--- src/rtl/cyc_counter5_monitor_pkg.sv ---
`default_nettype none
// ============================================================================
// Module  : cyc_counter5_monitor_pkg
// Brief   : Shared types and defaults for the cyclic step-index monitor and
//           the prescaled step counter that feeds it.
// Revision: 1.0 - initial release
// ============================================================================
package cyc_counter5_monitor_pkg;

  // Defaults shared with the source counter
  localparam int unsigned DEF_COUNT     = 5;
  localparam int unsigned DEF_CYCLE2ONE = 10;
  localparam int unsigned DEF_SLACK     = 2;
  localparam int unsigned DEF_SIZE_CNT  = 3;
  localparam int unsigned DEF_SIZE_LAP  = 8;

  // Monitor state encoding
  typedef enum logic [1:0] {
    ST_IDLE    = 2'd0,
    ST_ACQUIRE = 2'd1,
    ST_TRACK   = 2'd2,
    ST_FAULT   = 2'd3
  } mon_state_t;

  // Index that legally follows cur, wrapping from cnt-1 back to 0
  function automatic int unsigned next_idx(input int unsigned cur, input int unsigned cnt);
    return (cur == cnt - 1) ? 32'd0 : cur + 32'd1;
  endfunction

endpackage
`default_nettype wire

--- src/rtl/cyc_counter5_monitor_if.sv ---
`default_nettype none
// ============================================================================
// Module  : cyc_counter5_monitor_if
// Brief   : Bundle of control, index and status signals of the step-index
//           monitor. master = driver of index/controls, slave = monitor.
// Revision: 1.0 - initial release
// ============================================================================
interface cyc_counter5_monitor_if
  import cyc_counter5_monitor_pkg::*;
#(
  parameter int unsigned SIZE_CNT = DEF_SIZE_CNT,
  parameter int unsigned SIZE_LAP = DEF_SIZE_LAP
);
  logic                en;
  logic                clr;
  logic [SIZE_CNT-1:0] idx_in;
  logic                step_pulse;
  logic                wrap_pulse;
  logic                locked;
  logic                fault;
  logic                stall;
  logic [SIZE_LAP-1:0] lap_cnt;
  logic [SIZE_LAP-1:0] err_cnt;

  modport master (
    output en, clr, idx_in,
    input  step_pulse, wrap_pulse, locked, fault, stall, lap_cnt, err_cnt
  );

  modport slave (
    input  en, clr, idx_in,
    output step_pulse, wrap_pulse, locked, fault, stall, lap_cnt, err_cnt
  );
endinterface
`default_nettype wire

--- src/rtl/cyc_counter5_monitor_sat_counter.sv ---
`default_nettype none
// ============================================================================
// Module  : cyc_sat_counter
// Brief   : Up-counter with increment enable that sticks at all-ones.
// Revision: 1.0 - initial release
// ============================================================================
module cyc_sat_counter #(
  parameter int unsigned WIDTH = 8
) (
  input  wire              clk,
  input  wire              rst,
  input  wire              inc,
  output logic [WIDTH-1:0] count
);

  // Count on inc until the all-ones ceiling is reached
  always_ff @(posedge clk or negedge rst) begin
    if (!rst) begin
      count <= '0;
    end else if (inc && (count != '1)) begin
      count <= count + WIDTH'(1);
    end
  end

endmodule
`default_nettype wire

--- src/rtl/cyc_counter5_monitor.sv ---
`default_nettype none
// ============================================================================
// Module  : cyc_counter5_monitor
// Brief   : Receives the cyclic 0..COUNT-1 step index, emits step/wrap
//           pulses, counts laps, and flags illegal jumps, out-of-range
//           values and (optionally) stalls.
// Config  : CYC_MON_STALL_EN - enables the TRACK stall watchdog and the
//           stall flag; when undefined stall is tied low.
// Revision: 1.0 - initial release
// ============================================================================
module cyc_counter5_monitor
  import cyc_counter5_monitor_pkg::*;
#(
  parameter int unsigned CYCLE2ONE = DEF_CYCLE2ONE,
  parameter int unsigned SIZE_CYC  = 30,
  parameter int unsigned COUNT     = DEF_COUNT,
  parameter int unsigned SIZE_CNT  = DEF_SIZE_CNT,
  parameter int unsigned SIZE_LAP  = DEF_SIZE_LAP,
  parameter int unsigned SLACK     = DEF_SLACK
) (
  input wire                    clk,
  input wire                    rst,
  cyc_counter5_monitor_if.slave mon
);

  mon_state_t          state, state_nx;
  logic [SIZE_CNT-1:0] prev_idx, prev_idx_nx;
  logic                step_nx, wrap_nx, lap_inc, err_inc;
  logic                clear_flags, set_fault, set_stall;
  logic                step_q, wrap_q, locked_q, fault_q;
  logic                in_range, chg, legal;

  assign in_range = (32'(mon.idx_in) < COUNT);
  assign chg      = (mon.idx_in != prev_idx);
  assign legal    = in_range && (32'(mon.idx_in) == next_idx(32'(prev_idx), COUNT));

`ifdef CYC_MON_STALL_EN
  localparam logic [SIZE_CYC-1:0] STALL_LIMIT = SIZE_CYC'(CYCLE2ONE + SLACK);
  logic [SIZE_CYC-1:0] wdog;
  logic                wd_clear, wd_tick, stall_q;
`else
  logic [31:0] unused_stall_cfg;
  assign unused_stall_cfg = CYCLE2ONE + SLACK + SIZE_CYC;
`endif

  // Next-state, next-index and pulse decode; clr outranks index events
  always_comb begin
    state_nx    = state;
    prev_idx_nx = prev_idx;
    step_nx     = 1'b0;
    wrap_nx     = 1'b0;
    lap_inc     = 1'b0;
    err_inc     = 1'b0;
    clear_flags = 1'b0;
    set_fault   = 1'b0;
    set_stall   = 1'b0;
`ifdef CYC_MON_STALL_EN
    wd_clear    = 1'b0;
    wd_tick     = 1'b0;
`endif
    if (!mon.en) begin
      state_nx    = ST_IDLE;
      clear_flags = mon.clr;
    end else begin
      case (state)
        ST_IDLE: begin
          clear_flags = mon.clr;
          if (in_range) prev_idx_nx = mon.idx_in;
          state_nx = ST_ACQUIRE;
        end
        ST_ACQUIRE: begin
          clear_flags = mon.clr;
          if (legal) begin
            prev_idx_nx = mon.idx_in;
            step_nx     = 1'b1;
            wrap_nx     = (mon.idx_in == '0);
            lap_inc     = (mon.idx_in == '0);
            state_nx    = ST_TRACK;
`ifdef CYC_MON_STALL_EN
            wd_clear    = 1'b1;
`endif
          end else if (chg && in_range) begin
            prev_idx_nx = mon.idx_in;
          end
        end
        ST_TRACK: begin
          if (mon.clr) begin
            clear_flags = 1'b1;
            prev_idx_nx = mon.idx_in;
            state_nx    = ST_ACQUIRE;
          end else if (legal) begin
            prev_idx_nx = mon.idx_in;
            step_nx     = 1'b1;
            wrap_nx     = (mon.idx_in == '0);
            lap_inc     = (mon.idx_in == '0);
`ifdef CYC_MON_STALL_EN
            wd_clear    = 1'b1;
`endif
          end else if (chg || !in_range) begin
            state_nx  = ST_FAULT;
            set_fault = 1'b1;
            err_inc   = 1'b1;
          end else begin
`ifdef CYC_MON_STALL_EN
            // Index has now been seen for wdog+1 cycles
            if (wdog >= STALL_LIMIT - SIZE_CYC'(1)) begin
              state_nx  = ST_FAULT;
              set_fault = 1'b1;
              set_stall = 1'b1;
              err_inc   = 1'b1;
            end else begin
              wd_tick = 1'b1;
            end
`endif
          end
        end
        ST_FAULT: begin
          if (mon.clr) begin
            clear_flags = 1'b1;
            prev_idx_nx = mon.idx_in;
            state_nx    = ST_ACQUIRE;
          end
        end
        default: state_nx = ST_IDLE;
      endcase
    end
  end

  // State, index history and registered outputs
  always_ff @(posedge clk or negedge rst) begin
    if (!rst) begin
      state    <= ST_IDLE;
      prev_idx <= '0;
      step_q   <= 1'b0;
      wrap_q   <= 1'b0;
      locked_q <= 1'b0;
      fault_q  <= 1'b0;
    end else begin
      state    <= state_nx;
      prev_idx <= prev_idx_nx;
      step_q   <= step_nx;
      wrap_q   <= wrap_nx;
      locked_q <= (state_nx == ST_TRACK);
      if (clear_flags)    fault_q <= 1'b0;
      else if (set_fault) fault_q <= 1'b1;
    end
  end

`ifdef CYC_MON_STALL_EN
  // Watchdog counts cycles the current index has been held; sticky stall flag
  always_ff @(posedge clk or negedge rst) begin
    if (!rst) begin
      wdog    <= '0;
      stall_q <= 1'b0;
    end else begin
      if (wd_clear)     wdog <= SIZE_CYC'(1);
      else if (wd_tick) wdog <= wdog + SIZE_CYC'(1);
      if (clear_flags)    stall_q <= 1'b0;
      else if (set_stall) stall_q <= 1'b1;
    end
  end
  assign mon.stall = stall_q;
`else
  assign mon.stall = 1'b0;
  logic unused_set_stall;
  assign unused_set_stall = set_stall;
`endif

  assign mon.step_pulse = step_q;
  assign mon.wrap_pulse = wrap_q;
  assign mon.locked     = locked_q;
  assign mon.fault      = fault_q;

  cyc_sat_counter #(.WIDTH(SIZE_LAP)) u_lap_cnt (
    .clk   (clk),
    .rst   (rst),
    .inc   (lap_inc),
    .count (mon.lap_cnt)
  );

  cyc_sat_counter #(.WIDTH(SIZE_LAP)) u_err_cnt (
    .clk   (clk),
    .rst   (rst),
    .inc   (err_inc),
    .count (mon.err_cnt)
  );

endmodule
`default_nettype wire

--- src/flat_wrapper.sv ---
// flat-port wrapper written by rule: the top's interface ports become plain ports
module cyc_counter5_monitor_flat import cyc_counter5_monitor_pkg::*;
#(
  parameter int unsigned CYCLE2ONE = DEF_CYCLE2ONE,
  parameter int unsigned SIZE_CYC  = 30,
  parameter int unsigned COUNT     = DEF_COUNT,
  parameter int unsigned SIZE_CNT  = DEF_SIZE_CNT,
  parameter int unsigned SIZE_LAP  = DEF_SIZE_LAP,
  parameter int unsigned SLACK     = DEF_SLACK
)
  (clk, rst, mon_en, mon_clr, mon_idx_in, mon_step_pulse, mon_wrap_pulse, mon_locked, mon_fault, mon_stall, mon_lap_cnt, mon_err_cnt);
  cyc_counter5_monitor_if #(.SIZE_CNT(SIZE_CNT), .SIZE_LAP(SIZE_LAP)) mon_i ();
  input wire clk;
  input wire rst;
  input wire logic [$bits(mon_i.en)-1:0] mon_en;
  input wire logic [$bits(mon_i.clr)-1:0] mon_clr;
  input wire logic [$bits(mon_i.idx_in)-1:0] mon_idx_in;
  output wire logic [$bits(mon_i.step_pulse)-1:0] mon_step_pulse;
  output wire logic [$bits(mon_i.wrap_pulse)-1:0] mon_wrap_pulse;
  output wire logic [$bits(mon_i.locked)-1:0] mon_locked;
  output wire logic [$bits(mon_i.fault)-1:0] mon_fault;
  output wire logic [$bits(mon_i.stall)-1:0] mon_stall;
  output wire logic [$bits(mon_i.lap_cnt)-1:0] mon_lap_cnt;
  output wire logic [$bits(mon_i.err_cnt)-1:0] mon_err_cnt;
  assign mon_i.en = mon_en;
  assign mon_i.clr = mon_clr;
  assign mon_i.idx_in = mon_idx_in;
  assign mon_step_pulse = mon_i.step_pulse;
  assign mon_wrap_pulse = mon_i.wrap_pulse;
  assign mon_locked = mon_i.locked;
  assign mon_fault = mon_i.fault;
  assign mon_stall = mon_i.stall;
  assign mon_lap_cnt = mon_i.lap_cnt;
  assign mon_err_cnt = mon_i.err_cnt;
  cyc_counter5_monitor #(.CYCLE2ONE(CYCLE2ONE), .SIZE_CYC(SIZE_CYC), .COUNT(COUNT), .SIZE_CNT(SIZE_CNT), .SIZE_LAP(SIZE_LAP), .SLACK(SLACK)) u_core (.clk(clk), .rst(rst), .mon(mon_i));
endmodule
--- config.mk ---
export PLATFORM = sky130hd
export DESIGN_NAME = cyc_counter5_monitor_flat
export DESIGN_NICKNAME = d
export VERILOG_FILES = /design/src/rtl/cyc_counter5_monitor_pkg.sv /design/src/rtl/cyc_counter5_monitor_if.sv /design/src/rtl/cyc_counter5_monitor_sat_counter.sv /design/src/rtl/cyc_counter5_monitor.sv /design/src/flat_wrapper.sv
export SDC_FILE = /design/constraint.sdc
export NUM_CORES = 1
export LEC_CHECK = 0
export CORE_ASPECT_RATIO = 1.5
export CORE_MARGIN = 10
export CORE_UTILIZATION = 44
export CTS_CLUSTER_DIAMETER = 150
export DETAILED_ROUTE_END_ITERATION = 6
export GPL_ROUTABILITY_DRIVEN = 1
export GPL_TIMING_DRIVEN = 1
export PLACE_DENSITY = 0.73
export SLEW_MARGIN = 0
export SYNTH_ARGS = -nofsm -noshare
export SYNTH_HDL_FRONTEND = slang
export SYNTH_SLANG_ARGS = --single-unit
--- constraint.sdc ---
create_clock -name clk -period 3.4 [get_ports clk]
set_input_delay 0.34 -clock clk [delete_from_list [all_inputs] [get_ports clk]]
set_output_delay 0.34 -clock clk [all_outputs]
set_load 0.01 [all_outputs]
* After elaboration in Yosys (flattened, before gate mapping)
Index checks and enable logic that the tools add are counted.
** Word-level totals
- Bits of input ports :: 7
- Flip-flop bits (word level) :: 25
- Logic and storage cells :: 70
** Operators by class
- Equal/unequal tests :: 13
- Multiplexer cells :: 33
- Reductions and logical operators :: 12
- Order comparisons :: 1
- Add/subtract/negate cells :: 3
** Operator list (count)
- $eq A3 B32 Y1 :: 1
- $mux W32 :: 1
- $mux W3 :: 6
- $add A8 B1 Y8 const B :: 2
- $ne A8 B8 Y1 const B :: 2
- $mux W1 :: 15
- $mux W2 :: 6
- $pmux W3 S4 :: 1
- $pmux W2 S4 :: 1
- $eq A2 B2 Y1 const B :: 3
- $pmux W1 S2 :: 3
- $reduce_and A5 Y1 :: 1
- $add A3 B1 Y4 const B :: 1
- $logic_and A1 B1 Y1 :: 4
- $reduce_or A2 Y1 :: 2
- $eq A3 B3 Y1 const B :: 1
- $logic_not A3 Y1 :: 1
- $lt A3 B3 Y1 const B :: 1
- $ne A3 B1 Y1 const B :: 1
- $ne A3 B2 Y1 const B :: 1
- $ne A3 B3 Y1 :: 1
- $eq A2 B1 Y1 const B :: 1
- $logic_not A2 Y1 :: 1
- $ne A2 B1 Y1 const B :: 1
- other kinds (4) :: 4

* Logic depth before layout (Yosys ltp)
- Depth after elaboration :: 10
- Mapped depth :: 7
- Mapped depth without buffers :: 7

* Hierarchy
Synthesis repeated with hierarchy kept, for this count alone.
** Unflattened totals
- Cell total of the unflattened synthesis :: 161
- Area total of the unflattened synthesis :: 1676.6 sq um
** Modules (own cells, without submodules)
- cyc_counter5_monitor :: cells an instance 91, sequential area each 225.2 sq um, area an instance 855.8 sq um, times used 1
- cyc_sat_counter at u_core.u_lap_cnt :: cells an instance 36, sequential area each 200.2 sq um, area an instance 412.9 sq um, times used 1
- cyc_sat_counter at u_core.u_err_cnt :: cells an instance 34, sequential area each 200.2 sq um, area an instance 407.9 sq um, times used 1

* Least setup slack after synthesis
OpenSTA, ideal clock, no wires.
- Kind :: register -> register
- Start point :: register u_core.prev_idx[0]
- End point :: register u_core.u_lap_cnt.count[1]
- Cell stages (with the launch flop) :: 8
- Path buffers :: 0
- Arrival time :: 2.160 ns
- Slack :: 1.113 ns
- Period minus slack after synthesis :: 2.287 ns
- Required time :: 3.273 ns
- Cell sequence :: dfrtp_1 -> inv_1 -> ha_1 -> nor3b_2 -> o221ai_2 -> a2111oi_4 -> and2_4 -> mux2_1
** Between the ends
- Cells in the longest elaborated chain, start to end :: 9
- Elaborated cells between the ends (all ways) :: 10
** RTL lines
- start: declaration :: line cyc_counter5_monitor.sv:27 : logic [SIZE_CNT-1:0] prev_idx, prev_idx_nx;
- start signal: assignment :: line cyc_counter5_monitor.sv:140 : prev_idx <= prev_idx_nx;
- $add A3 B1 Y4 or $eq A3 B3 Y1 (tied branches) :: line cyc_counter5_monitor_pkg.sv:27 : return (cur == cnt - 1) ? 32'd0 : cur + 32'd1;
- $mux W32 * :: line cyc_counter5_monitor_pkg.sv:27
- $eq A3 B32 Y1 * :: line cyc_counter5_monitor.sv:35 : assign legal = in_range && (32'(mon.idx_in) == next_idx(32'(prev_idx), COUNT));
- $logic_and A1 B1 Y1 * :: line cyc_counter5_monitor.sv:35
- $mux W1 * :: line cyc_counter5_monitor.sv:73, cyc_counter5_monitor.sv:91
- $mux W1 :: line cyc_counter5_monitor.sv:87 : if (mon.clr) begin
- $pmux W1 S2 * :: line cyc_counter5_monitor.sv:65 : case (state)
- $mux W1 * :: line cyc_counter5_monitor.sv:61 : if (!mon.en) begin
- $logic_and A1 B1 Y1 * :: line cyc_counter5_monitor_sat_counter.sv:20 : end else if (inc && (count != '1)) begin
- end signal: assignment :: line cyc_counter5_monitor_sat_counter.sv:21 : count <= count + WIDTH'(1);
- end: declaration :: line cyc_counter5_monitor_sat_counter.sv:13 : output logic [WIDTH-1:0] count
Mark *: on every way between the ends. The rest lies on a longest branch, timed or not.
A chain may end at the register's enable or synchronous reset.

* Worst setup path in the final report
- Start point :: input port mon_idx_in[2]
- End point :: register u_core.u_lap_cnt.count[1]
** Between the ends
- Cells in the longest elaborated chain, start to end :: 7
- Elaborated cells between the ends (all ways) :: 9
** RTL lines
- start: declaration :: line flat_wrapper.sv:17 : input wire logic [$bits(mon_i.idx_in)-1:0] mon_idx_in;
- $eq A3 B32 Y1 or $lt A3 B3 Y1 (tied branches) :: line cyc_counter5_monitor.sv:35, cyc_counter5_monitor.sv:33
- $logic_and A1 B1 Y1 :: line cyc_counter5_monitor.sv:35
- $mux W1 * :: line cyc_counter5_monitor.sv:73, cyc_counter5_monitor.sv:91
- $mux W1 :: line cyc_counter5_monitor.sv:87
- $pmux W1 S2 * :: line cyc_counter5_monitor.sv:65
- $mux W1 * :: line cyc_counter5_monitor.sv:61
- $logic_and A1 B1 Y1 * :: line cyc_counter5_monitor_sat_counter.sv:20
Marked as above.

==> metrics.cfg <==
[synthesis]
yosys_warnings=0
yosysMostFrequentCell=dfrtp_1
syn_nets=176
ys_top_cells_by_count=dfrtp_1 (25), nand2_1 (12), ha_1 (10), inv_1 (10), nor2_1 (10)
async_flop_share_pct=100
synth_area_leaders=dfrtp_1 (38%), ha_1 (7.7%), xor2_1 (4.8%), mux2_1 (2.8%), nand2_1 (2.8%)
synth_edf_count=0
yosysTopAreaCell=dfrtp_1
synth-main-ff-cell=dfrtp_1
syn_area_sq_um=1640
synth_cells=159
yosysUniqueCellTypes=52
synth_top_area_share_pct=38.3
yosys_register_bits=25
ys_seq_area_share_pct=38.3
syn_avg_cell_area_sq_um=10.3

[timing]
slew_viol_final=0
post-route-min-period_ps=2560
tns_ps=0
hold_viol_final=0
worst_slack_ps=839
maxSlewHeadroom_pct=23.3
finClkSkew_ps=2.32
rsz0062_at_grt=false
max_freq_mhz=390
worst_pin_slew_ps=1150
setup_viol=0
period_share_pct=75.3

[clock_network]
cts_tree=done
path_clk_slew_ps=90
clock_sinks=25
cts_buffers=3
ctsResizeCount=0
ctsHoldBuffers=0
clock_latency_ps=260
cts_root_buffer=clkbuf_8
clockBufferDepth=2
htreeDepth=1
post_cts_buffers=0

[setup_path]
r2r-end=u_core.u_lap_cnt.count[1]
cp.arrival_ps=2710
worst_ep_required_time_ps=3550
endpoint_kind=flop
crit_type=input port to flop
cp_num_buf_inv=1
worstPathMaxFanout=14
max_stage_delay_ps=750
crit_path_top_delay_cell=clkdlybuf4s50_1
ff2ff_path_depth=7
timing.rr.start=u_core.prev_idx[0]
reg2reg_slack_ps=850
start_kind=input port
critical-path-top-delay-family=compound AO/OA/AOI/OAI gates
crit_chain=clkdlybuf4s50_1 -> nor3b_2 -> o221ai_2 -> a2111oi_4 -> and2_4 -> mux2_1

[detailed_routing]
postRouteAntennaNets=0
drcViolationCount=0
routed_wl_mm=3.68
viasPerCell=5.68
drt_iter0_drc=38
wire_per_inst_microns=16.1
drt_pass1_iterations=4
via_count=1295

[floorplan]
row_count=27
die_y_microns=94.7
die_x_microns=69.8
num_io_pins=28
start_util_pct=45.2
core_area_sq_um=3610
die_area_sq_um=6610

[worst_hold_path]
hp-start=u_core.u_err_cnt.count[6]
hold_end=u_core.u_err_cnt.count[6]
hold_path_depth=1
hp-class=flop to flop

[cells_and_area]
area_growth_pct=19.9
nFillCells=325
layout.nets=203
fin_util_pct=54.2
drive_gt1_share_pct=9.73
antenna_cells=0

[power_and_ir_drop]
powerDensity_nw_per_um2=351
ir_drop_v=0.000256
leakagePower_nw=0.860

[grt]
grt_pass1_wl_mm=6.15
grt_pass1_vias=1357
grt_max_degree=26
grt_overflow=0
grt.total_usage_pct=10.9
antenna_found_initial=0

[place]
io_buffers=26
place_ws_ps=560
routabilityCongestion=0.811
detailed_place_hpwl_mm=2.89

[job]
cap_violations=0

[run_status]
outcome=complete, no violations

cell usage in the layout, fill, tap and decap left out, types with 2 or more instances in the layout:
master           instances
clkdlybuf4s50_1         26
dfrtp_1                 25
nand2_1                 12
inv_1                   10
nor2_1                  10
ha_1                    10
xor2_1                   9
nand3_1                  8
a21oi_1                  7
nor3_1                   6
xnor2_1                  5
mux2_1                   4
a31oi_1                  3
and3_1                   3
and4_1                   3
clkbuf_8                 3
nor3b_1                  2
nor4_1                   2
o21ai_0                  2
mux2_2                   2
nand4_1                  2
state kept, by name, summed over array words and instances, names as in the netlist:
name	count
u_core.mon.fault	1
u_core.u_lap_cnt.count	8
u_core.prev_idx	3
u_core.mon.wrap_pulse	1
u_core.u_err_cnt.count	8
u_core.state	2
u_core.mon.locked	1
u_core.mon.step_pulse	1
through the flow:
step / area [sq um] / instances / total power (W) / hold slack, ps
after floorplan: 1640 / 159 / 0.000475 / 44.4
after global placement: 1910 / 224 / 0.000513 / 484
after detailed placement: 1910 / 224 / 0.000521 / 492
after CTS: 1960 / 228 / 0.000696 / 508
after global routing: 1960 / 228 / 0.000725 / 533
final: 1960 / 228 / 0.000689 / 506
report_power, final:
group / total, W / switching, W / internal, W
clock network: 0.000173 / 0.0000916 / 0.0000818
registers: 0.000334 / 0.0000253 / 0.000309
logic: 0.000181 / 0.000108 / 0.0000729
worst max-delay path by stage:
| stage | startpoint | to | slack [ps] | cells past startpoint |
|---|---|---|---|---|
| 6_report | mon_idx_in[2] | u_core.u_lap_cnt.count[1] | 840 | 6 |
| 5_1_grt | u_core.prev_idx[0] | u_core.u_lap_cnt.count[1] | 650 | 7 |
| 4_1_cts | u_core.prev_idx[0] | u_core.u_lap_cnt.count[1] | 830 | 7 |
| 3_5_place_dp | mon_idx_in[2] | u_core.u_lap_cnt.count[1] | 560 | 6 |
| 3_3_place_gp | mon_idx_in[2] | u_core.u_lap_cnt.count[1] | 660 | 6 |
| 2_1_floorplan | u_core.prev_idx[0] | u_core.u_lap_cnt.count[1] | 1110 | 7 |
layer usage:
metal	up-vias	GRT usage (%)	share of wire, %
li1	629	-	-
met1	634	11.4	40
met2	28	19.8	52
met3	4	3.67	6.3
met4	0	3.80	1.0
met5	-	0	0
kinds of logic (layout without fill, tap and decap cells):
| group | Yosys count | after routing | synth area share [%] |
|---|---|---|---|
| AOI/OAI and AO/OA | 32 | 32 | 18.4 |
| xor gates and xnor gates | 14 | 14 | 7.50 |
| adders and majority gates | 10 | 10 | 7.65 |
| buffers and inverters | 14 | 40 | 4.44 |
| DFF | 25 | 25 | 38.3 |
| muxes | 7 | 7 | 4.74 |
| other | 1 | 1 | 0.229 |
| and+or+nand+nor | 56 | 56 | 18.8 |
worst reg2reg max path: cells and delay by family, from the launching register on:
kind	cells	cell delay, ps
AO/OA/AOI/OAI	2	760
flip-flops	1	500
AND/OR/NAND/NOR	2	490
multiplexers	1	320
adder cells (fa/ha/maj)	1	270
buffers and inverters	1	100
area by class of cell:
class,instances,area [sq um],area share (%)
Multi-Input combinational cell,120,937,47.8
Sequential cell,25,626,31.9
Timing Repair Buffer,26,260,13.3
Tap cell,43,53.8,2.74
Clock buffer,3,41.3,2.11
Inverter,10,37.5,1.91
Clock inverter,1,5.00,0.255
(Power assumes the default switching activity.)
